[src/rtl/imem_boot_loader_if.sv]
// Byte-stream input and imem write-port bundle for imem_boot_loader.
// master: byte source side (drives the stream, observes the imem port).
// slave : the loader (accepts the stream, drives the imem write port).
interface imem_boot_loader_if #(
    parameter int ADDR_W = 12
);
    logic              in_valid;
    logic [7:0]        in_byte;
    logic              in_last;
    logic              in_ready;
    logic [ADDR_W-1:0] imem_address;
    logic [31:0]       imem_data;
    logic              imem_wren;

    modport master (
        output in_valid, in_byte, in_last,
        input  in_ready, imem_address, imem_data, imem_wren
    );

    modport slave (
        input  in_valid, in_byte, in_last,
        output in_ready, imem_address, imem_data, imem_wren
    );
endinterface

[src/rtl/imem_boot_loader.sv]
// imem_boot_loader: assembles a big-endian byte stream into 32-bit words,
// writes them to imem while holding the processor in reset, then releases it.
// Optional feature macro: IMEM_BOOT_CHECKSUM_EN adds a 32-bit running sum
// of every word presented for writing (dropped overflow words included).
module imem_boot_loader #(
    parameter int ADDR_W     = 12,
    parameter int RESET_HOLD = 2
) (
    input  logic                clock,
    input  logic                reset,
    imem_boot_loader_if.slave   bus,
    output logic                proc_reset,
    output logic                done,
    output logic [ADDR_W:0]     words_loaded,
    output logic                err_overflow
`ifdef IMEM_BOOT_CHECKSUM_EN
    ,
    output logic [31:0]         checksum
`endif
);

    // Hold counter only needs to reach RESET_HOLD-1.
    localparam int HOLD_W = (RESET_HOLD > 1) ? $clog2(RESET_HOLD) : 1;
    localparam logic [HOLD_W-1:0] HOLD_LAST = HOLD_W'(RESET_HOLD - 1);
    // Pointer value meaning "imem full"; the pointer saturates here.
    localparam logic [ADDR_W:0] FULL = {1'b1, {ADDR_W{1'b0}}};

    typedef enum logic [1:0] {
        ACCEPT,
        WRITE,
        HOLD,
        RUN
    } state_t;

    state_t            state;
    logic [1:0]        byte_idx;
    logic [23:0]       asm_q;      // previously accepted bytes of the current word
    logic              word_last;  // current word carried in_last
    logic [HOLD_W-1:0] hold_cnt;
    logic              hs;
    logic              imem_full;
    logic [31:0]       shifted;
    logic [31:0]       word_next;

    assign hs        = bus.in_valid & bus.in_ready;
    assign imem_full = (words_loaded == FULL);

    // Word as it would look with the incoming byte appended; a short final
    // word is left-justified so its unfilled low bytes read as zero.
    always_comb begin
        shifted   = {asm_q, bus.in_byte};
        word_next = shifted << {3'd3 - {1'b0, byte_idx}, 3'b000};
    end

    // Loader state machine; every output is a register updated here.
    always_ff @(posedge clock or negedge reset) begin
        if (!reset) begin
            state            <= ACCEPT;
            byte_idx         <= '0;
            asm_q            <= '0;
            word_last        <= 1'b0;
            hold_cnt         <= '0;
            bus.in_ready     <= 1'b0;
            bus.imem_address <= '0;
            bus.imem_data    <= '0;
            bus.imem_wren    <= 1'b0;
            proc_reset       <= 1'b1;
            done             <= 1'b0;
            words_loaded     <= '0;
            err_overflow     <= 1'b0;
`ifdef IMEM_BOOT_CHECKSUM_EN
            checksum         <= '0;
`endif
        end else begin
            case (state)
                ACCEPT: begin
                    bus.in_ready <= 1'b1;
                    if (hs) begin
                        asm_q    <= {asm_q[15:0], bus.in_byte};
                        byte_idx <= byte_idx + 2'd1;
                        if (byte_idx == 2'd3 || bus.in_last) begin
                            state            <= WRITE;
                            bus.in_ready     <= 1'b0;
                            bus.imem_address <= words_loaded[ADDR_W-1:0];
                            bus.imem_data    <= word_next;
                            bus.imem_wren    <= !imem_full;
                            word_last        <= bus.in_last;
                        end
                    end
                end

                WRITE: begin
                    bus.imem_wren <= 1'b0;
                    byte_idx      <= '0;
                    if (imem_full)
                        err_overflow <= 1'b1;
                    else
                        words_loaded <= words_loaded + 1'b1;
`ifdef IMEM_BOOT_CHECKSUM_EN
                    checksum <= checksum + bus.imem_data;
`endif
                    if (word_last) begin
                        state    <= HOLD;
                        hold_cnt <= '0;
                    end else begin
                        state        <= ACCEPT;
                        bus.in_ready <= 1'b1;
                    end
                end

                HOLD: begin
                    if (hold_cnt == HOLD_LAST) begin
                        state      <= RUN;
                        proc_reset <= 1'b0;
                        done       <= 1'b1;
                    end else begin
                        hold_cnt <= hold_cnt + 1'b1;
                    end
                end

                RUN: begin
                    // Terminal until reset.
                    state <= RUN;
                end

                default: state <= ACCEPT;
            endcase
        end
    end

endmodule

[src/flat_wrapper.sv]
// flat-port wrapper written by rule: the top's interface ports become plain ports
module imem_boot_loader_flat 
#(
    parameter int ADDR_W     = 12,
    parameter int RESET_HOLD = 2
)
  (clock, reset, proc_reset, done, words_loaded, err_overflow, bus_in_valid, bus_in_byte, bus_in_last, bus_in_ready, bus_imem_address, bus_imem_data, bus_imem_wren);
  imem_boot_loader_if #(.ADDR_W(ADDR_W)) bus_i ();
  input  logic clock;
  input  logic reset;
  output logic proc_reset;
  output logic done;
  output logic [ADDR_W:0] words_loaded;
  output logic err_overflow;
  input wire logic [$bits(bus_i.in_valid)-1:0] bus_in_valid;
  input wire logic [$bits(bus_i.in_byte)-1:0] bus_in_byte;
  input wire logic [$bits(bus_i.in_last)-1:0] bus_in_last;
  output wire logic [$bits(bus_i.in_ready)-1:0] bus_in_ready;
  output wire logic [$bits(bus_i.imem_address)-1:0] bus_imem_address;
  output wire logic [$bits(bus_i.imem_data)-1:0] bus_imem_data;
  output wire logic [$bits(bus_i.imem_wren)-1:0] bus_imem_wren;
  assign bus_i.in_valid = bus_in_valid;
  assign bus_i.in_byte = bus_in_byte;
  assign bus_i.in_last = bus_in_last;
  assign bus_in_ready = bus_i.in_ready;
  assign bus_imem_address = bus_i.imem_address;
  assign bus_imem_data = bus_i.imem_data;
  assign bus_imem_wren = bus_i.imem_wren;
  imem_boot_loader #(.ADDR_W(ADDR_W), .RESET_HOLD(RESET_HOLD)) u_core (.clock(clock), .reset(reset), .bus(bus_i), .proc_reset(proc_reset), .done(done), .words_loaded(words_loaded), .err_overflow(err_overflow));
endmodule
[config.mk]
export PLATFORM = sky130hd
export DESIGN_NAME = imem_boot_loader_flat
export DESIGN_NICKNAME = d
export VERILOG_FILES = /design/src/rtl/imem_boot_loader_if.sv /design/src/rtl/imem_boot_loader.sv /design/src/flat_wrapper.sv
export SDC_FILE = /design/constraint.sdc
export NUM_CORES = 1
export LEC_CHECK = 0
export CORE_MARGIN = 1.5
export CORE_UTILIZATION = 36
export DETAILED_ROUTE_END_ITERATION = 16
export GPL_ROUTABILITY_DRIVEN = 0
export RECOVER_POWER = 25
export SETUP_SLACK_MARGIN = 0.02
export SKIP_LAST_GASP = 1
export SLEW_MARGIN = 10
export SYNTH_ARGS = -nofsm -noshare
export SYNTH_HDL_FRONTEND = slang
export SYNTH_SLANG_ARGS = --single-unit
[constraint.sdc]
create_clock -name clock -period 1.8 [get_ports clock]
set_clock_uncertainty 0.15 [all_clocks]
set_input_delay 0.18 -clock clock [delete_from_list [all_inputs] [get_ports clock]]
set_output_delay 0.18 -clock clock [all_outputs]
set_load 0.005 [all_outputs]
== Word level (Yosys, flattened, before mapping) ==
Cells that the tools add are included.
Word-level totals
  bits of input ports: 12
  bits in latches: 0
  logic and storage cells: 62
  bits in registers: 92
  RAM bits: 0
  ROM bits: 0
  output and inout port bits: 62
  memories: 0
Operators by class
  reductions and logical operators: 15
  bitwise gates (word level): 2
  magnitude comparators: 0
  shift-type cells: 1
  equality and inequality tests: 10
  add/sub/neg operators: 4
  divide/modulo/power cells: 0
  multipliers: 0
  multiplexer cells: 17
Operators with widths (number)
  $shl A32 B6 Y32: 1
  $reduce_and A2 Y1: 7
  $add A13 B1 Y13 const B: 1
  $eq A13 B13 Y1 const B: 1
  $mux W2: 5
  $reduce_and A3 Y1: 3
  $ne A2 B1 Y1 const B: 4
  $pmux W2 S4: 1
  $mux W1: 7
  $eq A2 B2 Y1 const B: 3
  $pmux W1 S2: 3
  $pmux W2 S2: 1
  $reduce_bool A2 Y1: 2
  $sub A2 B2 Y3 const A: 1
  $add A2 B1 Y2 const B: 1
  $eq A2 B1 Y1 const B: 1
  $logic_not A2 Y1: 1
  $ne A2 B2 Y1 const B: 1
  $add A1 B1 Y1 const B: 1
  $and A1 B1 Y1: 1
  $logic_not A1 Y1: 1
  $logic_or A1 B1 Y1: 1
  $not A1 Y1: 1

== Depth between registers and ports, before layout ==
  word-level depth: 5
  mapped depth: 7
  mapped depth without buffers: 6

== Worst setup path after synthesis ==
Ideal clock, no wire load.
  kind: register -> register
  from: reg u_core.words_loaded[1]
  to: reg u_core.words_loaded[1]
  data required time: 1.525 ns
  clock period less this slack: 1.766 ns
  buffers on the path: 0
  setup time: 0.125 ns
  arrival time: 1.491 ns
  path slack: 0.034 ns
  stages on the path, launching flop included: 7
  path through: dfrtp_1 inv_1 ha_1 nor4b_1 nand3_1 nand2_1 mux2_2
On the way
  longest elaborated chain between the ends: 3
  elaborated cells on any way between the ends: 4
  those cells by class: 1 x add/sub; 1 x eq/ne; 1 x bitwise; 1 x reduce/logical
Ends and longest elaborated chain
  from (decl): RTL line imem_boot_loader.sv:14  | output logic [ADDR_W:0] words_loaded,
  from (signal assigned): RTL line imem_boot_loader.sv:98  | words_loaded <= words_loaded + 1'b1;
  parallel branches: the longest is 3 deep, another holds $add A13 B1 Y13
Parallel ways; which one is timed is not known.
A chain may end at the register's enable or synchronous reset.

== Worst setup path in the final report ==
  from: reg u_core.words_loaded[9]
  to: reg u_core.bus.imem_wren
On the way
  longest elaborated chain between the ends: 5
Ends and longest elaborated chain
  $eq A13 B13 Y1: RTL line imem_boot_loader.sv:46  | assign imem_full = (words_loaded == FULL);
  $logic_not A1 Y1: RTL line imem_boot_loader.sv:86  | bus.imem_wren <= !imem_full;
  $mux W1: RTL line imem_boot_loader.sv:81  | if (byte_idx == 2'd3 || bus.in_last) begin
  $mux W1: RTL line imem_boot_loader.sv:78  | if (hs) begin
  $pmux W1 S2: RTL line imem_boot_loader.sv:75  | case (state)
  to (signal assigned): RTL line imem_boot_loader.sv:86
  to (decl): RTL line imem_boot_loader_if.sv:22  | output in_ready, imem_address, imem_data, imem_wren
Every way passes these cells. The select of a mux whose other input is x is not followed.

==> run summary <==
Core area - 11400 um2
Final worst-path cycle share - 0.968
Share of the synthesized area in the top cell type - 0.541
Number of global-route vias before repair - 3146
Ys flop type - dfrtp_1
Yosys cell types - 38
Clk_lat worst skew - 0.34 ns
Max Used Layer - met4
Final cell count without fillers - 633
CTS tree - done
Crit-path cells - nor4b_1 -> nand3_1 -> buf_4 -> a221o_1
H-Tree Depth - 3
DRT iter0 DRCs - 132
Gr usage total - 0.171
Syn Nets - 383
Congestion Overflow GR - 0
IR drop worst, VDD - 382 uV
Relative slew slack - 0.435
Slowest stage delay, CP - 0.43 ns
Critical path's top delay family - simple AND/OR/NAND/NOR gates
Maximum buffer depth of the clock tree - 2
Share of layout cells above drive strength 1 - 0.273
CTS buffer count - 9
Met2 WL - 4620 um
Post-synthesis sequential area ratio - 0.547
Final Hold Fails - 0
Tot Pwr - 4.13 mW
Asr flop ratio synth - 1.00
Routed via count - 3068
Initial Util - 0.369
Number of synthesized flops with an enable pin - 0
Die Span Y - 111 um
Most common library cells after synthesis - dfrtp_1 (91), nand2_1 (66), mux2_2 (48)
Post-layout util - 0.507
WS Path Type - flop to flop
Leading post-synthesis cells by cell area - dfrtp_1 (54%), mux2_2 (13%), nand2_1 (5.9%)
M1 wire length - 4970 um
Avg Cell Area, Syn - 11.4 um2
FP Rows - 39
Crit Reg-Reg Startpoint - u_core.words_loaded[9]$_DFFE_PN0P_
Hold Crit Class - flop to flop
Layout Nets - 500
Crit path DAT - 1.82 ns
Worst slack, placed - -0.133 ns
Mapped Area - 4210 um2
Reg clk slew, reported paths - 0.06 ns
Final WS setup - 0.0576 ns
Setup TNS - 0 ns
Worst EP required - 1.88 ns
Post-Syn Instances - 368
Hold wc startpoint - u_core.bus.imem_address[8]$_DFFE_PN0P_
Leak Pwr - 2.69 nW
Die W - 111 um
Critical path launch point - u_core.words_loaded[9]$_DFFE_PN0P_
RSZ-0062 raised after global routing - yes
Final setup vio count - 0
Port buffer count - 73
Max-slew violations - 0
PD cells - 714 nW/um2
Placed cell count - 608
Worst path slowest cell - nor4b_1
Final ANT Viol Nets - 0
Max-cap violations - 0
Largest net degree at the start of global routing - 36
Count leader, synth - dfrtp_1
Synth area leader - dfrtp_1
Die footprint - 12400 um2
Dpl hpwl - 6790 um
First-pass GRT wire length - 16800 um
Antenna diodes - 0
Via/cell ratio - 4.85
Crit-path max FO - 5
Status - completed
Period minus WS final - 1.74 ns
Clock sink total - 92
CP Launch Type - flop
Worst Path Buf+Inv - 1
Iteration count of the initial detailed-routing pass - 4
Avg WL per Cell - 15.9 um
CP endpoint kind - flop
Total wire length - 10100 um
Detail Route met3 WL - 314 um
Initial antenna violation count - 0
Register bit total from synthesis - 92
DRC viols - 0
Worst-Margin Slew - 0.847 ns
Clock root buffer - clkbuf_16
YS warnings - 0
Max Freq - 0.574 GHz
Area Growth Syn to Fin - 37.5%
IO Count - 74
-- report_power, final --
group          internal [mW]  switching, mW
sequential              2.07              0
clock                   1.15          0.779
combinational         0.0624         0.0777
total                   3.28          0.857
-- timing repair --
| item | CTS | global route |
|---|---|---|
| cloned | 0 | 2 |
| hold endpoints to repair | 28 | 0 |
| setup buffers | 1 | 5 |
| resized for setup | 0 | 4 |
| endpoints found under the setup margin | 7 | 25 |
| hold buffers | 1 | 0 |
-- per-layer routing --
metal  track usage  up-vias
met1         0.247     1507
met2         0.253       51
met3        0.0372       12
met4        0.0608        0
li1              -     1498
met5             0        -
-- worst reg2reg max path, cell delays in order, from the launching register on --
cell	delay, ns
dfrtp_1	0.39
nor4b_1	0.43
nand3_1	0.15
buf_4	0.18
a221o_1	0.32
-- registers in the layout, summed over array words and instances (netlist names) --
signal,flops
u_core.proc_reset,1
u_core.bus.in_ready,1
u_core.state,2
u_core.bus.imem_data,32
u_core.words_loaded,13
u_core.err_overflow,1
u_core.word_last,1
u_core.hold_cnt,1
u_core.bus.imem_wren,1
u_core.byte_idx,2
u_core.bus.imem_address,12
u_core.done,1
u_core.asm_q,24
-- area by class of cell --
cell class	count	area, um2
Clock inverter	4	47.5
Sequential cell	92	2300
Multi-Input combinational cell	249	1730
Clock buffer	12	256
Inverter	5	18.8
Timing Repair Buffer	128	1250
Tap cell	143	179
Fill cell	1041	5630
-- layout by cell type (no fill, tap or decap), types with 2 or more instances in the layout --
| cell | n |
|---|---|
| a21oi_1 | 12 |
| o21ai_0 | 16 |
| clkbuf_16 | 11 |
| buf_4 | 45 |
| clkbuf_8 | 2 |
| clkdlybuf4s50_1 | 72 |
| nand2_1 | 66 |
| nand2b_1 | 2 |
| buf_12 | 6 |
| ha_1 | 2 |
| xor2_1 | 3 |
| nand3_1 | 23 |
| and4_1 | 3 |
| mux2_2 | 48 |
| clkinv_2 | 2 |
| nand4_1 | 3 |
| inv_1 | 5 |
| nor3_4 | 2 |
| xnor2_1 | 9 |
| nor2_1 | 27 |
| a221oi_2 | 6 |
| nor2b_1 | 2 |
| dfrtp_1 | 91 |
| mux2i_1 | 8 |
-- kinds of logic (layout without fill, tap and decap cells) --
family	after synthesis	count (layout)	synth area share
buffers and inverters	27	149	0.0484
xor gates and xnor gates	12	12	0.0250
AOI/OAI and AO/OA	40	40	0.0692
muxes	57	57	0.150
DFF	92	92	0.547
and+or+nand+nor	137	137	0.152
adders and majority gates	3	3	0.00891
-- through the flow --
stage / area, um2 / hold slack (ns)
finish: 5790 / 0.325
global route: 5790 / 0.349
CTS: 5690 / 0.189
detailed placement: 5370 / 0.0217
global placement: 5370 / 0.00848
floorplan: 4210 / -0.266
-- path summary, 6_finish.rpt --
check,endpoint,slack [ns],cells after the start
setup reg to reg,u_core.bus.imem_wren$_DFFE_PN0P_,0.06,4
hold reg to reg,u_core.bus.imem_address[8]$_DFFE_PN0P_,0.32,2
setup / recovery,u_core.bus.imem_wren$_DFFE_PN0P_,0.06,4
hold / removal,u_core.bus.imem_address[8]$_DFFE_PN0P_,0.32,2
min in group asynchronous,u_core.bus.imem_data[25]$_DFFE_PN0P_,0.33,2
max in group asynchronous,u_core.bus.imem_data[20]$_DFFE_PN0P_,0.27,3
(Power assumes the default switching activity.)
